--- src/rtl/video_timing_window_gen.sv ---
// Raster timing generator with a look-ahead pixel request for a movable window; window
// pixels are merged onto a background. Optional macro VIDEO_TIMING_COLORBAR_EN: colour bars outside the window.
module video_timing_window_gen #(
  parameter int          H_ACTIVE      = 1280,
  parameter int          H_FRONT_PORCH = 110,
  parameter int          H_SYNC_TIME   = 40,
  parameter int          H_BACK_PORCH  = 220,
  parameter int          V_ACTIVE      = 720,
  parameter int          V_FRONT_PORCH = 5,
  parameter int          V_SYNC_TIME   = 5,
  parameter int          V_BACK_PORCH  = 20,
  parameter int          H_POLARITY    = 1,
  parameter int          V_POLARITY    = 1,
  parameter int          CNT_W         = 12,
  parameter int          REQ_LEAD      = 2,
  parameter logic [23:0] BG_COLOR      = 24'h000000
) (
  input  logic             i_clk,
  input  logic             i_rst,
  input  logic [CNT_W-1:0] i_win_x,
  input  logic [CNT_W-1:0] i_win_y,
  input  logic [CNT_W-1:0] i_win_w,
  input  logic [CNT_W-1:0] i_win_h,
  input  logic [23:0]      i_rgb,
  output logic             o_hs,
  output logic             o_vs,
  output logic             o_de,
  output logic [23:0]      o_rgb,
  output logic             o_data_req,
  output logic [CNT_W-1:0] o_x_pos,
  output logic [CNT_W-1:0] o_y_pos,
  output logic             o_frame_start
);

  localparam int   H_TOTAL = H_ACTIVE + H_FRONT_PORCH + H_SYNC_TIME + H_BACK_PORCH;
  localparam int   V_TOTAL = V_ACTIVE + V_FRONT_PORCH + V_SYNC_TIME + V_BACK_PORCH;
  localparam int   H_START = H_SYNC_TIME + H_BACK_PORCH;
  localparam int   V_START = V_SYNC_TIME + V_BACK_PORCH;
  localparam logic HS_ON   = 1'(H_POLARITY);
  localparam logic VS_ON   = 1'(V_POLARITY);

  logic [CNT_W-1:0] h_cnt_q, h_cnt_d, v_cnt_q, v_cnt_d;
  logic [CNT_W-1:0] win_x_q, win_y_q, win_w_q, win_h_q;
  logic             hs_q, hs_d, vs_q, vs_d, de_q, de_d, req_q, req_d, fs_q, fs_d;
  logic [23:0]      rgb_q, rgb_d, bg_pix;
  logic [CNT_W-1:0] x_pos_q, x_pos_d, y_pos_q, y_pos_d;
  logic [CNT_W-1:0] x_cur, y_cur, h_la, x_la;
  logic             h_wrap, h_act, v_act, la_act, frame_top;

  // Window ends are formed one bit wider so x+w never wraps back into range.
  function automatic logic in_window(input logic [CNT_W-1:0] x, y, wx, wy, ww, wh);
    logic [CNT_W:0] x_end, y_end;
    x_end = {1'b0, wx} + {1'b0, ww};
    y_end = {1'b0, wy} + {1'b0, wh};
    return (ww != '0) && (wh != '0) && (x >= wx) && ({1'b0, x} < x_end) &&
           (y >= wy) && ({1'b0, y} < y_end);
  endfunction

`ifdef VIDEO_TIMING_COLORBAR_EN
  logic [2:0] bar_idx;
  always_comb begin
    bar_idx = 3'((int'(x_cur) * 8) / H_ACTIVE);
    case (bar_idx)
      3'd0:    bg_pix = 24'hFFFFFF;
      3'd1:    bg_pix = 24'hFFFF00;
      3'd2:    bg_pix = 24'h00FFFF;
      3'd3:    bg_pix = 24'h00FF00;
      3'd4:    bg_pix = 24'hFF00FF;
      3'd5:    bg_pix = 24'hFF0000;
      3'd6:    bg_pix = 24'h0000FF;
      default: bg_pix = 24'h000000;
    endcase
  end
`else
  assign bg_pix = BG_COLOR;
`endif

  always_comb begin
    h_wrap  = (h_cnt_q == CNT_W'(H_TOTAL - 1));
    h_cnt_d = h_wrap ? '0 : h_cnt_q + CNT_W'(1);
    v_cnt_d = v_cnt_q;
    if (h_wrap) v_cnt_d = (v_cnt_q == CNT_W'(V_TOTAL - 1)) ? '0 : v_cnt_q + CNT_W'(1);

    h_act  = (h_cnt_q >= CNT_W'(H_START)) && (h_cnt_q < CNT_W'(H_START + H_ACTIVE));
    v_act  = (v_cnt_q >= CNT_W'(V_START)) && (v_cnt_q < CNT_W'(V_START + V_ACTIVE));
    x_cur  = h_cnt_q - CNT_W'(H_START);
    y_cur  = v_cnt_q - CNT_W'(V_START);
    // Request looks REQ_LEAD+1 pixels ahead on the same line; the back porch keeps it off the line edge.
    h_la   = h_cnt_q + CNT_W'(REQ_LEAD + 1);
    la_act = (h_la >= CNT_W'(H_START)) && (h_la < CNT_W'(H_START + H_ACTIVE));
    x_la   = h_la - CNT_W'(H_START);
    frame_top = (h_cnt_q == '0) && (v_cnt_q == '0);

    hs_d    = (h_cnt_q < CNT_W'(H_SYNC_TIME)) ? HS_ON : ~HS_ON;
    vs_d    = (v_cnt_q < CNT_W'(V_SYNC_TIME)) ? VS_ON : ~VS_ON;
    de_d    = h_act && v_act;
    fs_d    = frame_top;
    req_d   = la_act && v_act && in_window(x_la, y_cur, win_x_q, win_y_q, win_w_q, win_h_q);
    x_pos_d = de_d ? x_cur : x_pos_q;
    y_pos_d = de_d ? y_cur : y_pos_q;

    rgb_d = '0;
    if (de_d) begin
      if (in_window(x_cur, y_cur, win_x_q, win_y_q, win_w_q, win_h_q)) rgb_d = i_rgb;
      else rgb_d = bg_pix;
    end
  end

  always_ff @(posedge i_clk or posedge i_rst) begin
    if (i_rst) begin
      h_cnt_q <= '0;
      v_cnt_q <= '0;
      win_x_q <= '0;
      win_y_q <= '0;
      win_w_q <= '0;
      win_h_q <= '0;
      hs_q    <= ~HS_ON;
      vs_q    <= ~VS_ON;
      de_q    <= 1'b0;
      req_q   <= 1'b0;
      fs_q    <= 1'b0;
      rgb_q   <= '0;
      x_pos_q <= '0;
      y_pos_q <= '0;
    end else begin
      h_cnt_q <= h_cnt_d;
      v_cnt_q <= v_cnt_d;
      if (frame_top) begin
        win_x_q <= i_win_x;
        win_y_q <= i_win_y;
        win_w_q <= i_win_w;
        win_h_q <= i_win_h;
      end
      hs_q    <= hs_d;
      vs_q    <= vs_d;
      de_q    <= de_d;
      req_q   <= req_d;
      fs_q    <= fs_d;
      rgb_q   <= rgb_d;
      x_pos_q <= x_pos_d;
      y_pos_q <= y_pos_d;
    end
  end

  assign o_hs          = hs_q;
  assign o_vs          = vs_q;
  assign o_de          = de_q;
  assign o_data_req    = req_q;
  assign o_frame_start = fs_q;
  assign o_rgb         = rgb_q;
  assign o_x_pos       = x_pos_q;
  assign o_y_pos       = y_pos_q;

endmodule

--- config.mk ---
export PLATFORM = sky130hd
export DESIGN_NAME = video_timing_window_gen
export DESIGN_NICKNAME = d
export VERILOG_FILES = /design/src/rtl/video_timing_window_gen.sv
export SDC_FILE = /design/constraint.sdc
export NUM_CORES = 1
export LEC_CHECK = 0
export BUFFER_PORTS_ARGS = -buffer_cell sky130_fd_sc_hd__buf_2
export CORE_ASPECT_RATIO = 1.75
export CORE_MARGIN = 1
export CORE_UTILIZATION = 56
export CTS_CLUSTER_SIZE = 16
export DETAILED_ROUTE_END_ITERATION = 10
export PLACE_DENSITY = 0.85
export SYNTH_ARGS = -nofsm -noshare
export SYNTH_HDL_FRONTEND = slang
export SYNTH_SLANG_ARGS = --single-unit
export TNS_END_PERCENT = 1
--- constraint.sdc ---
create_clock -name i_clk -period 9.11 [get_ports i_clk]
set_input_delay 1.822 -clock i_clk [delete_from_list [all_inputs] [get_ports i_clk]]
set_output_delay 1.822 -clock i_clk [all_outputs]
set_load 0.005 [all_outputs]
==> metrics.md <==
| Metric | Value |
|---|---|
| Status | `completed` |
| Final nets | `1171` |
| Ports | `127` |
| Seq/Total Area, Yosys | `0.362` |
| Buf/Inv on CP | `1` |
| Post-synth EDFFs | `0` |
| CTS Hold Buffers Added | `0` |
| Final Cell Area | `9990 µm²` |
| N_diodes | `0` |
| Clock buffer count from CTS | `17` |
| PwrDens | `153 nW/µm²` |
| Reg2reg path depth | `16` |
| GRT Residual Overflow | `0` |
| Post-DR vias/cell | `6.11` |
| Commonest non-fill, non-tap cell in the layout | `buf_2` |
| Hold Vio Cnt, Final | `0` |
| Global-route wire length before repair | `34.5 mm` |
| Post-Route WL | `21.6 mm` |
| Post-CTS Setup Inserts | `0` |
| FF-to-FF setup slack | `4.95 ns` |
| Post-Syn Instances | `872` |
| Placed instance area | `9380 µm²` |
| Largest net degree at the start of global routing | `82` |
| Ys flop type | `dfrtp_1` |
| Slew Viols, Final | `0` |
| Initial antenna violation count | `0` |
| Clock sinks | `125` |
| CTS tree | `done` |
| Net Count, Synth | `1055` |
| Layout area overhead | `15.8%` |
| Reg2Reg Capture Point | `o_rgb[23]` |
| FF-to-FF Start | `win_y_q[0]` |
| Crit-path slowest cell | `a2111oi_0` |
| Most frequent cells in the layout | `buf_2, dfrtp_1, ha_1, inv_1, nand2_1` |
| RD Place Congestion | `0.935` |
| Residual DRC | `0` |
| Vias in the first global route | `7172` |
| CP Launch Type | `flip-flop` |
| Clk_lat worst skew | `0.42 ns` |
| Worst Hold Class | `reg -> reg` |
| Starting Density | `0.576` |
| Htree depth | `4` |
| Core area | `15000 µm²` |
| Filler Cell Count | `1151` |
| Max IR drop VDD | `0.125 mV` |
| Crit path kind | `reg -> reg` |
| First drt pass iteration count | `7` |
| Maximum clock insertion buffer count | `2` |
| Post-route ant nets | `0` |
| Synth Area per Inst | `9.90 µm²` |
| FMAX | `0.240 GHz` |
| Routed len/inst | `18.2 µm` |
| Cell family with most CP delay | `compound AO/OA/AOI/OAI gates` |
| Die area | `15900 µm²` |
| FP Rows | `59` |
| Final core occ | `0.667` |
| Gr usage total | `0.281` |
| Worst Path Required | `9.37 ns` |
| Die Wd | `95.8 µm` |
| Port bufs | `126` |
| Fin Setup TNS | `0 ns` |
| RSZ-0062 raised after global routing | `no` |
| Final Critical Period | `4.16 ns` |
| Ys Warns | `0` |
| Synth Cell Area | `8630 µm²` |
| HP Start | `o_x_pos[1]` |
| WHS Path Cells | `1` |
| CP Capture Type | `flip-flop` |
| Clk Tree Root Cell | `clkbuf_16` |
| Vias | `7232` |
| Iter 0 DRT Violations | `456` |
| Ratio of cells with drive above 1 in the final layout | `0.245` |
| Critical Path AT | `4.42 ns` |
| Max cap viols | `0` |
| Area of the multi-input gates | `5080 µm²` |
| Static leakage | `4.77 nW` |
| Worst-path fanout max | `22` |
| Worst-path clk slew | `0.06 ns` |
| Dpl hpwl | `16.2 mm` |
| Post-synthesis cell type count | `66` |
| Asr flop ratio synth | `1.00` |
| Setup Skew | `0.0103 ns` |
| Die height | `166 µm` |
| Period utilization | `0.457` |
| Worst slew pin tran | `1.04 ns` |
| Max-slew headroom | `0.310` |
| Final hold slack | `0.502 ns` |
| Largest stage delay, worst path | `0.47 ns` |
| Cts repair resizes | `0` |
| CP cell instances | `ha_1 -> fa_1 -> a21oi_1 -> o21bai_1 -> nor4b_1 -> or2_2 -> o21bai_1 -> xnor2_1 -> ha_1 -> a21oi_1 -> o22ai_1 -> nor4_1 -> a211o_1 -> o21ai_2 -> buf_4 -> a2111oi_0` |
| WHS Endpoint | `o_x_pos[1]` |
| Yosys reg bits | `125` |
| Setup-failing EPs final | `0` |
| Register area | `3130 µm²` |
==> through the flow <==
stage	setup WS [ns]	instances	total power, W
6_report	4.95	1183	0.00153
5_1_grt	4.72	1183	0.00159
4_1_cts	5.00	1183	0.00154
3_5_place_dp	5.00	1152	0.000827
3_3_place_gp	5.25	1152	0.000817
2_1_floorplan	3.96	872	0.000763
==> power breakdown <==
group | switching (W) | total, W | leakage (nW) | internal [W]
registers | 0.00000974 | 0.000576 | 1.62 | 0.000567
clock network | 0.000246 | 0.000707 | 0.302 | 0.000461
logic | 0.000150 | 0.000245 | 2.86 | 0.0000956
total | 0.000405 | 0.00153 | 4.77 | 0.00112
==> cells in the mapped netlist, drive strengths merged, types with 6 or more instances <==
master	count	share of area
nand2b	12	0.0087
or3	7	0.0051
a2111oi	27	0.042
dfrtp	125	0.36
nand3	15	0.0093
mux2	48	0.063
xor2	28	0.028
a21oi	31	0.018
a31oi	8	0.0065
buf	19	0.012
clkbuf	15	0.0065
inv	73	0.032
a21o	13	0.011
nor2	43	0.019
o21a	6	0.0052
xnor2	36	0.037
nor4	18	0.017
ha	107	0.16
a211oi	9	0.0078
o21ai	59	0.034
nor3	20	0.013
nand4	11	0.0080
and3	7	0.0051
nand2	69	0.030
nor2b	7	0.0051
==> routing by layer <==
layer | track usage | routed length [µm] | share of wire | up-vias
met3 | 0.0559 | 1200 | 0.056 | 87
li1 | - | - | - | 3370
met5 | 0 | 0 | 0 | -
met1 | 0.293 | 7590 | 0.35 | 3462
met2 | 0.507 | 11700 | 0.54 | 313
met4 | 0.152 | 1060 | 0.049 | 0
==> cells by family (layout without fill, tap and decap cells) <==
kind of cell | after synthesis | count (layout) | share of synthesized area
AOI/OAI and AO/OA | 192 | 192 | 0.164
and+or+nand+nor | 225 | 225 | 0.134
DFF | 125 | 125 | 0.362
buffers and inverters | 107 | 235 | 0.0503
adders and majority gates | 109 | 109 | 0.160
muxes | 50 | 50 | 0.0650
xor gates and xnor gates | 64 | 64 | 0.0650
==> flip-flops by register name, indices dropped and copies added (netlist names) <==
signal,cells
o_y_pos,12
h_cnt_q,12
o_x_pos,12
o_data_req,1
o_hs,1
o_de,1
o_frame_start,1
win_w_q,12
v_cnt_q,12
o_vs,1
win_x_q,12
win_h_q,12
win_y_q,12
o_rgb,24
==> cell type report <==
| class | count | area share |
|---|---|---|
| Inverter | 73 | 0.0277 |
| Multi-Input combinational cell | 640 | 0.508 |
| Sequential cell | 125 | 0.313 |
| Tap cell | 183 | 0.0229 |
| Timing Repair Buffer | 131 | 0.0669 |
| Clock inverter | 12 | 0.0170 |
| Clock buffer | 19 | 0.0443 |
==> worst max path at each step <==
stage / startpoint / endpoint / slack (ns) / cells after the start
final: win_y_q[0] / o_rgb[23] / 4.95 / 16
after global routing: win_x_q[0] / o_rgb[23] / 4.72 / 14
after CTS: win_y_q[0] / o_rgb[23] / 5.00 / 16
after detailed placement: win_y_q[0] / o_rgb[23] / 5.00 / 16
after global placement: win_y_q[0] / o_rgb[2] / 5.25 / 16
after floorplan: i_rst / h_cnt_q[0] / 3.96 / 1
Note: power is estimated with default switching activity, not from simulation.
